--- src/rtl/note_event_recorder.sv ---
// -----------------------------------------------------------------------------
// note_event_recorder
//
// Captures live note events and packs them into {note_on, note, delay} message
// words for a RAM write port. The word format matches what the note-event
// player reads back, so word k holds event k together with the number of
// completed ticks until event k+1 (or until stop). A 16-bit delay field that
// would overflow is split into continuation words that repeat the same note
// state.
//
// Optional feature: define NOTE_REC_ROUND_EN to round the written delay to
// the nearest tick instead of truncating it. Continuation (saturation) words
// always carry the maximum delay.
//
// Ports:
//   clk         system clock, rising edge (10 MHz audio domain)
//   reset_n     asynchronous active-low reset
//   start       pulse, begins a new recording (IDLE or DONE only)
//   stop        pulse, ends a recording (ARMED or RUN only)
//   ev_valid    event offered
//   ev_note_on  1 = note on, 0 = note off / rest
//   ev_note     note number
//   ev_ready    event accepted when ev_valid && ev_ready
//   wr_en       RAM write strobe, one cycle per word
//   wr_addr     RAM write address (holds the last written address)
//   wr_data     {note_on, note, delay}, note_on at MSB (holds last word)
//   recording   high in ARMED and RUN
//   done        high in DONE
//   msg_count   words written in the current recording
//   overflow    sticky, a required write was dropped because RAM was full
//   dbg_state   current FSM state for observation
//
// Handshake: an event transfers on a rising clk edge where ev_valid and
// ev_ready are both high. ev_ready is combinational and is low whenever stop
// is high, so stop always wins over a simultaneous event.
// -----------------------------------------------------------------------------
module note_event_recorder #(
    parameter int NOTE_BITS  = 7,
    parameter int DELAY_BITS = 16,
    parameter int ADDR_BITS  = 10,
    parameter int TICK_DIV   = 10000
) (
    input  logic                              clk,
    input  logic                              reset_n,
    input  logic                              start,
    input  logic                              stop,
    input  logic                              ev_valid,
    input  logic                              ev_note_on,
    input  logic [NOTE_BITS-1:0]              ev_note,
    output logic                              ev_ready,
    output logic                              wr_en,
    output logic [ADDR_BITS-1:0]              wr_addr,
    output logic [NOTE_BITS+DELAY_BITS:0]     wr_data,
    output logic                              recording,
    output logic                              done,
    output logic [ADDR_BITS:0]                msg_count,
    output logic                              overflow,
    output logic [2:0]                        dbg_state
);

    localparam int PRE_BITS  = (TICK_DIV > 1) ? $clog2(TICK_DIV) : 1;
    localparam int PEND_BITS = 1 + NOTE_BITS;
    localparam int WORD_BITS = PEND_BITS + DELAY_BITS;
    localparam int CNT_BITS  = ADDR_BITS + 1;

    localparam logic [PRE_BITS-1:0]   PRE_LAST  = PRE_BITS'(TICK_DIV - 1);
    localparam logic [DELAY_BITS-1:0] TICKS_MAX = {DELAY_BITS{1'b1}};
    localparam logic [CNT_BITS-1:0]   RAM_FULL  = {1'b1, {ADDR_BITS{1'b0}}};

    typedef enum logic [2:0] {
        S_IDLE  = 3'd0,
        S_ARMED = 3'd1,
        S_RUN   = 3'd2,
        S_FLUSH = 3'd3,
        S_DONE  = 3'd4
    } state_t;

    state_t                 state_q, state_d;
    logic [PEND_BITS-1:0]   pend_q, pend_d;
    logic [PRE_BITS-1:0]    pre_q, pre_d;
    logic [DELAY_BITS-1:0]  ticks_q, ticks_d;
    logic                   wr_en_q, wr_en_d;
    logic [ADDR_BITS-1:0]   wr_addr_q, wr_addr_d;
    logic [WORD_BITS-1:0]   wr_data_q, wr_data_d;
    logic [CNT_BITS-1:0]    msg_count_q, msg_count_d;
    logic                   overflow_q, overflow_d;

    logic                   accept;
    logic                   pre_wrap;
    logic                   ram_full;
    logic                   need_wr;
    logic [DELAY_BITS-1:0]  ticks_inc;
    logic [DELAY_BITS-1:0]  ev_delay;
    logic [WORD_BITS-1:0]   wr_word;

    assign ev_ready  = ((state_q == S_ARMED) || (state_q == S_RUN)) && !stop;
    assign accept    = ev_valid && ev_ready;
    assign pre_wrap  = (pre_q == PRE_LAST);
    assign ram_full  = (msg_count_q == RAM_FULL);
    assign ticks_inc = (ticks_q == TICKS_MAX) ? ticks_q : ticks_q + DELAY_BITS'(1);

`ifdef NOTE_REC_ROUND_EN
    localparam logic [PRE_BITS-1:0] PRE_HALF = PRE_BITS'(TICK_DIV / 2);
    // Past the half-tick point the event is closer to the next tick boundary.
    assign ev_delay = ((pre_q >= PRE_HALF) && (ticks_q != TICKS_MAX)) ?
                      ticks_q + DELAY_BITS'(1) : ticks_q;
`else
    assign ev_delay = ticks_q;
`endif

    always_comb begin
        state_d     = state_q;
        pend_d      = pend_q;
        pre_d       = pre_q;
        ticks_d     = ticks_q;
        wr_en_d     = 1'b0;
        wr_addr_d   = wr_addr_q;
        wr_data_d   = wr_data_q;
        msg_count_d = msg_count_q;
        overflow_d  = overflow_q;
        need_wr     = 1'b0;
        wr_word     = {pend_q, ev_delay};

        case (state_q)
            S_IDLE, S_DONE: begin
                if (start) begin
                    state_d     = S_ARMED;
                    msg_count_d = '0;
                    wr_addr_d   = '0;
                    overflow_d  = 1'b0;
                end
            end

            S_ARMED: begin
                // Time before the first event is not part of the recording.
                if (stop) begin
                    state_d = S_DONE;
                end else if (accept) begin
                    pend_d  = {ev_note_on, ev_note};
                    pre_d   = '0;
                    ticks_d = '0;
                    state_d = S_RUN;
                end
            end

            S_RUN: begin
                pre_d   = pre_wrap ? '0 : pre_q + PRE_BITS'(1);
                ticks_d = pre_wrap ? ticks_inc : ticks_q;

                if (stop) begin
                    need_wr = 1'b1;
                    state_d = S_FLUSH;
                end else if (accept) begin
                    need_wr = 1'b1;
                    pend_d  = {ev_note_on, ev_note};
                    pre_d   = '0;
                    ticks_d = '0;
                end else if (pre_wrap && (ticks_q == TICKS_MAX)) begin
                    // Delay field exhausted: emit a continuation word that keeps
                    // the same note state, then start counting afresh.
                    need_wr = 1'b1;
                    wr_word = {pend_q, TICKS_MAX};
                    pre_d   = '0;
                    ticks_d = '0;
                end

                if (need_wr) begin
                    if (ram_full) begin
                        overflow_d = 1'b1;
                        state_d    = S_DONE;
                    end else begin
                        wr_en_d     = 1'b1;
                        wr_data_d   = wr_word;
                        wr_addr_d   = msg_count_q[ADDR_BITS-1:0];
                        msg_count_d = msg_count_q + CNT_BITS'(1);
                    end
                end
            end

            // The flush word is on the write port during this state.
            S_FLUSH: state_d = S_DONE;

            default: state_d = S_IDLE;
        endcase
    end

    always_ff @(posedge clk or negedge reset_n) begin
        if (!reset_n) begin
            state_q     <= S_IDLE;
            pend_q      <= '0;
            pre_q       <= '0;
            ticks_q     <= '0;
            wr_en_q     <= 1'b0;
            wr_addr_q   <= '0;
            wr_data_q   <= '0;
            msg_count_q <= '0;
            overflow_q  <= 1'b0;
        end else begin
            state_q     <= state_d;
            pend_q      <= pend_d;
            pre_q       <= pre_d;
            ticks_q     <= ticks_d;
            wr_en_q     <= wr_en_d;
            wr_addr_q   <= wr_addr_d;
            wr_data_q   <= wr_data_d;
            msg_count_q <= msg_count_d;
            overflow_q  <= overflow_d;
        end
    end

    assign wr_en     = wr_en_q;
    assign wr_addr   = wr_addr_q;
    assign wr_data   = wr_data_q;
    assign msg_count = msg_count_q;
    assign overflow  = overflow_q;
    assign recording = (state_q == S_ARMED) || (state_q == S_RUN);
    assign done      = (state_q == S_DONE);
    assign dbg_state = state_q;

endmodule

--- config.mk ---
export PLATFORM = sky130hd
export DESIGN_NAME = note_event_recorder
export DESIGN_NICKNAME = d
export VERILOG_FILES = /design/src/rtl/note_event_recorder.sv
export SDC_FILE = /design/constraint.sdc
export NUM_CORES = 1
export LEC_CHECK = 0
export CAP_MARGIN = 10
export CORE_MARGIN = 3
export CORE_UTILIZATION = 49
export CTS_BUF_LIST = sky130_fd_sc_hd__clkbuf_4 sky130_fd_sc_hd__clkbuf_8 sky130_fd_sc_hd__clkbuf_16
export DETAILED_ROUTE_END_ITERATION = 6
export PLACE_DENSITY_LB_ADDON = 0.05
export SKIP_CTS_REPAIR_TIMING = 1
export SLEW_MARGIN = 20
export SYNTH_ARGS = -nofsm -noshare
export SYNTH_HDL_FRONTEND = slang
export SYNTH_SLANG_ARGS = --single-unit
--- constraint.sdc ---
create_clock -name clk -period 2.7 [get_ports clk]
set_input_delay 0.54 -clock clk [delete_from_list [all_inputs] [get_ports clk]]
set_output_delay 0.54 -clock clk [all_outputs]
set_load 0.005 [all_outputs]
==> results by group <==
Critical path
  – Kind of capture point of the worst setup path: flop
  – Endpoint of the most critical setup path: msg_count[6]$_DFFE_PN0P_
  – Biggest fanout along the worst timing path: 9
  – Kind of cell with the highest combined delay on the critical path: simple AND/OR/NAND/NOR gates
  – CP max-delay cell: sky130_fd_sc_hd__or4_4
  – Origin of the worst setup path: pre_q[4]$_DFFE_PN0P_
  – Worst reg2reg path startpoint: pre_q[4]$_DFFE_PN0P_
  – R2R cell count: 6
  – Start-to-end type of the worst setup path: reg -> reg
  – Cell count along the critical path: 6
  – Ordered list of cells on the worst path: or4b_4, or4_4, o21a_1, buf_4, o21ai_2, a31oi_1
  – RR Endpoint: msg_count[6]$_DFFE_PN0P_
  – Reg2reg setup slack: approximately 0.13 ns
  – Max incr delay on CP: approximately 0.56 ns
  – Number of buffers and inverters on the critical path: 1
  – Sort of element at the start of the critical path: flop
  – WP data arrival: between 2 and 3 ns
  – Worst endpoint required time: around 2.9 ns

Yosys
  – Number of distinct library cell variants in the gate-level netlist after synthesis: just under 60
  – Cell count after synthesis: roughly 460
  – Mean post-synth cell area: between 9 and 10 sq um
  – Proportion of synthesized flip-flops having asynchronous set or reset: 100%
  – Number of enable-type register cells in the synthesized netlist: 0
  – Cell Area, Synth: roughly 4400 sq um
  – Yosys reg bits: 88
  – Synth warn: 0
  – Top FF cell, synth: sky130_fd_sc_hd__dfrtp_1
  – Number of nets in the synthesized netlist: between 400 and 500
  – Fraction of the yosys area taken by sequential cells: about half

Run
  – Max-Cap Viols: 0

CTS
  – H-tree Lvls: 3
  – Later-pin clock latency in the skew report: between 0.3 and 0.4 ns
  – CTS tree: built
  – Number of buffers between clock root and the deepest sink: 2
  – # clock sinks: 88
  – Clock-pin slew on the worst setup and hold paths: 0.09 ns
  – CTS Root Cell: sky130_fd_sc_hd__clkbuf_8
  – Number of buffers created by CTS: 9

GRT
  – Vias in the first global route: between 3000 and 4000
  – Aggregate global routing overflow: 0
  – Number of antenna violations at the first check in global routing: 0
  – First-pass GRT wire length: about 18000 microns
  – Largest net degree at the start of global routing: 46
  – Global router's overall resource usage: approximately 22%

Timing
  – Setup-violating endpoint count in the final report: 0
  – Unrepaired setup endpoints after global routing: no
  – Final worst-path cycle share: a little over nine tenths
  – Final min period: between 2 and 3 ns
  – Total Neg Setup Slack: 0 ns
  – Pin slew with the least headroom to its limit: approximately 0.60 ns
  – Final-report hold violation count: 0
  – Slew Limit Fails: 0
  – Headroom to the max-slew limit: around three fifths
  – Worst hold slack after final layout: about 0.17 ns
  – Max Clock Freq: 388 MHz
  – Largest clock skew in the final design: 0.0153 ns

Route
  – TritonRoute pass-1 iters: 5
  – Number of nets with antenna violations after routing: 0
  – Remaining DRCs: 0
  – Ratio of routed vias to standard cells: between 5 and 6
  – Per-cell routed wire length: about 17 microns
  – Total wirelength of the detailed-routed design: around 11000 microns
  – Iteration-0 DRC Markers: between 200 and 300
  – Via count of the routed design: roughly 3900

Floorplanning
  – Starting Density: between 50 and 60%
  – Die H: 101 microns
  – X dimension of the die: about 100 microns
  – Total core area: around 8500 sq um
  – Number of rows created at floorplan: 33
  – Number of primary I/O pins: between 60 and 70
  – Area of the die: between 10000 and 15000 sq um

Cells and area
  – Sequential Area: 2200 sq um
  – Number of inserted filler cells in the final layout: around 700
  – Area Overhead vs Synth: 24.2%
  – Count of antenna diodes in the layout: 0
  – Fraction of final layout cells with drive strength greater than 1: between 10% and 20%
  – Number of nets in the finished design: 554
  – Area occupied by multi-input gates: roughly 2000 sq um

Pwr
  – Leakage: 0.00222 uW
  – Power Dens Cells: 802 nW/um^2
  – Power consumption: about 4400 uW
  – VDD IR-drop max: 601 uV

Placed design
  – Weighted congestion reported at the end of routability-driven placement: between 0.8 and 0.9
  – Number of buffers inserted by port buffering: 65
  – HPWL reported at the end of detailed placement: between 7000 and 8000 microns

Min path
  – Type of the most critical hold path: in -> async

Outcome
  – Result of the run: complete, no violations
-- sequential cells by signal, indices dropped and copies added (netlist names) --
name	count
wr_addr	10
msg_count	11
dbg_state	3
pre_q	14
pend_q	8
ev_delay	16
overflow	1
wr_en	1
wr_data	24
-- power breakdown --
part / switching, uW / internal [uW]
sequential: 246 / 1620
clock: 458 / 433
combinational: 777 / 833
total: 1480 / 2890
-- synthesized netlist by cell type, drive strengths merged, types with 5 or more instances --
cell type	count	area, sq um
dfrtp	88	2200
nand2	47	176
inv	13	48.8
clkbuf	19	71.3
o31ai	5	42.5
mux2	16	180
nand4	12	75.1
xor2	6	52.6
a31oi	19	119
nor2	38	150
a21oi	27	135
nor4	5	31.3
nand3	30	150
nor3	22	110
o21ai	38	198
buf	9	62.6
-- stage by stage --
step | instances | utilization [%] | setup WS, ns | cell area, sq um
3_3_place_gp | 631 | 62.1 | 0.133 | 5260
4_1_cts | 646 | 64.3 | 0.113 | 5450
6_report | 646 | 64.3 | 0.125 | 5450
5_1_grt | 646 | 64.3 | 0.0272 | 5450
3_5_place_dp | 631 | 62.1 | 0.0877 | 5260
2_1_floorplan | 462 | - | 0.0972 | 4390
-- worst reg2reg max path: cells and delay by family (launching register included) --
family | cells | cell delay (ns)
DFF | 1 | 0.44
buffers and inverters | 1 | 0.18
AOI/OAI and AO/OA | 3 | 0.71
and+or+nand+nor | 2 | 1.11
-- layer usage --
layer,global-route usage [%],share of wire [%]
met3,3.74,5.1
met5,0,0
met2,35.3,46
met4,8.19,1.5
met1,31.0,47
-- worst min path at each step --
stage,start,end,slack (ns),cells after the start
finish,reset_n,wr_addr[5]$_DFFE_PN0P_,0.17,1
global placement,pend_q[5]$_DFFE_PN0P_,wr_data[21]$_DFFE_PN0P_,0.47,1
CTS,reset_n,wr_addr[5]$_DFFE_PN0P_,0.19,1
floorplan,reset_n,dbg_state[0]$_DFFE_PN0P_,0.24,0
detailed placement,wr_data[23]$_DFFE_PN0P_,wr_data[23]$_DFFE_PN0P_,0.48,1
global route,reset_n,wr_addr[5]$_DFFE_PN0P_,0.21,1
-- final cells by class --
class | count | share of cell area [%]
Clock buffer | 10 | 2.41
Clock inverter | 5 | 1.08
Inverter | 13 | 0.896
Multi-Input combinational cell | 333 | 36.9
Sequential cell | 88 | 40.4
Tap cell | 105 | 2.41
Timing Repair Buffer | 92 | 15.9
-- cells in the final DEF (no fill, tap or decap), types with 12 or more instances in the layout --
cell	Yosys	final
sky130_fd_sc_hd__a31oi_1	19	19
sky130_fd_sc_hd__inv_1	12	12
sky130_fd_sc_hd__nand3_1	30	30
sky130_fd_sc_hd__o21ai_0	36	36
sky130_fd_sc_hd__clkdlybuf4s50_1	0	64
sky130_fd_sc_hd__nor3_1	22	22
sky130_fd_sc_hd__nand2_1	47	47
sky130_fd_sc_hd__buf_4	0	27
sky130_fd_sc_hd__nand4_1	12	12
sky130_fd_sc_hd__nor2_1	37	37
sky130_fd_sc_hd__dfrtp_1	88	88
sky130_fd_sc_hd__a21oi_1	27	27
-- cell families after synthesis --
group / synth area share [%]
fa+ha+maj: 1.14
simple gates: 21.2
buf+inv: 4.16
mux: 4.56
flops: 50.2
compound gates: 17.3
xor+xnor: 1.40
(Power assumes the default switching activity.)
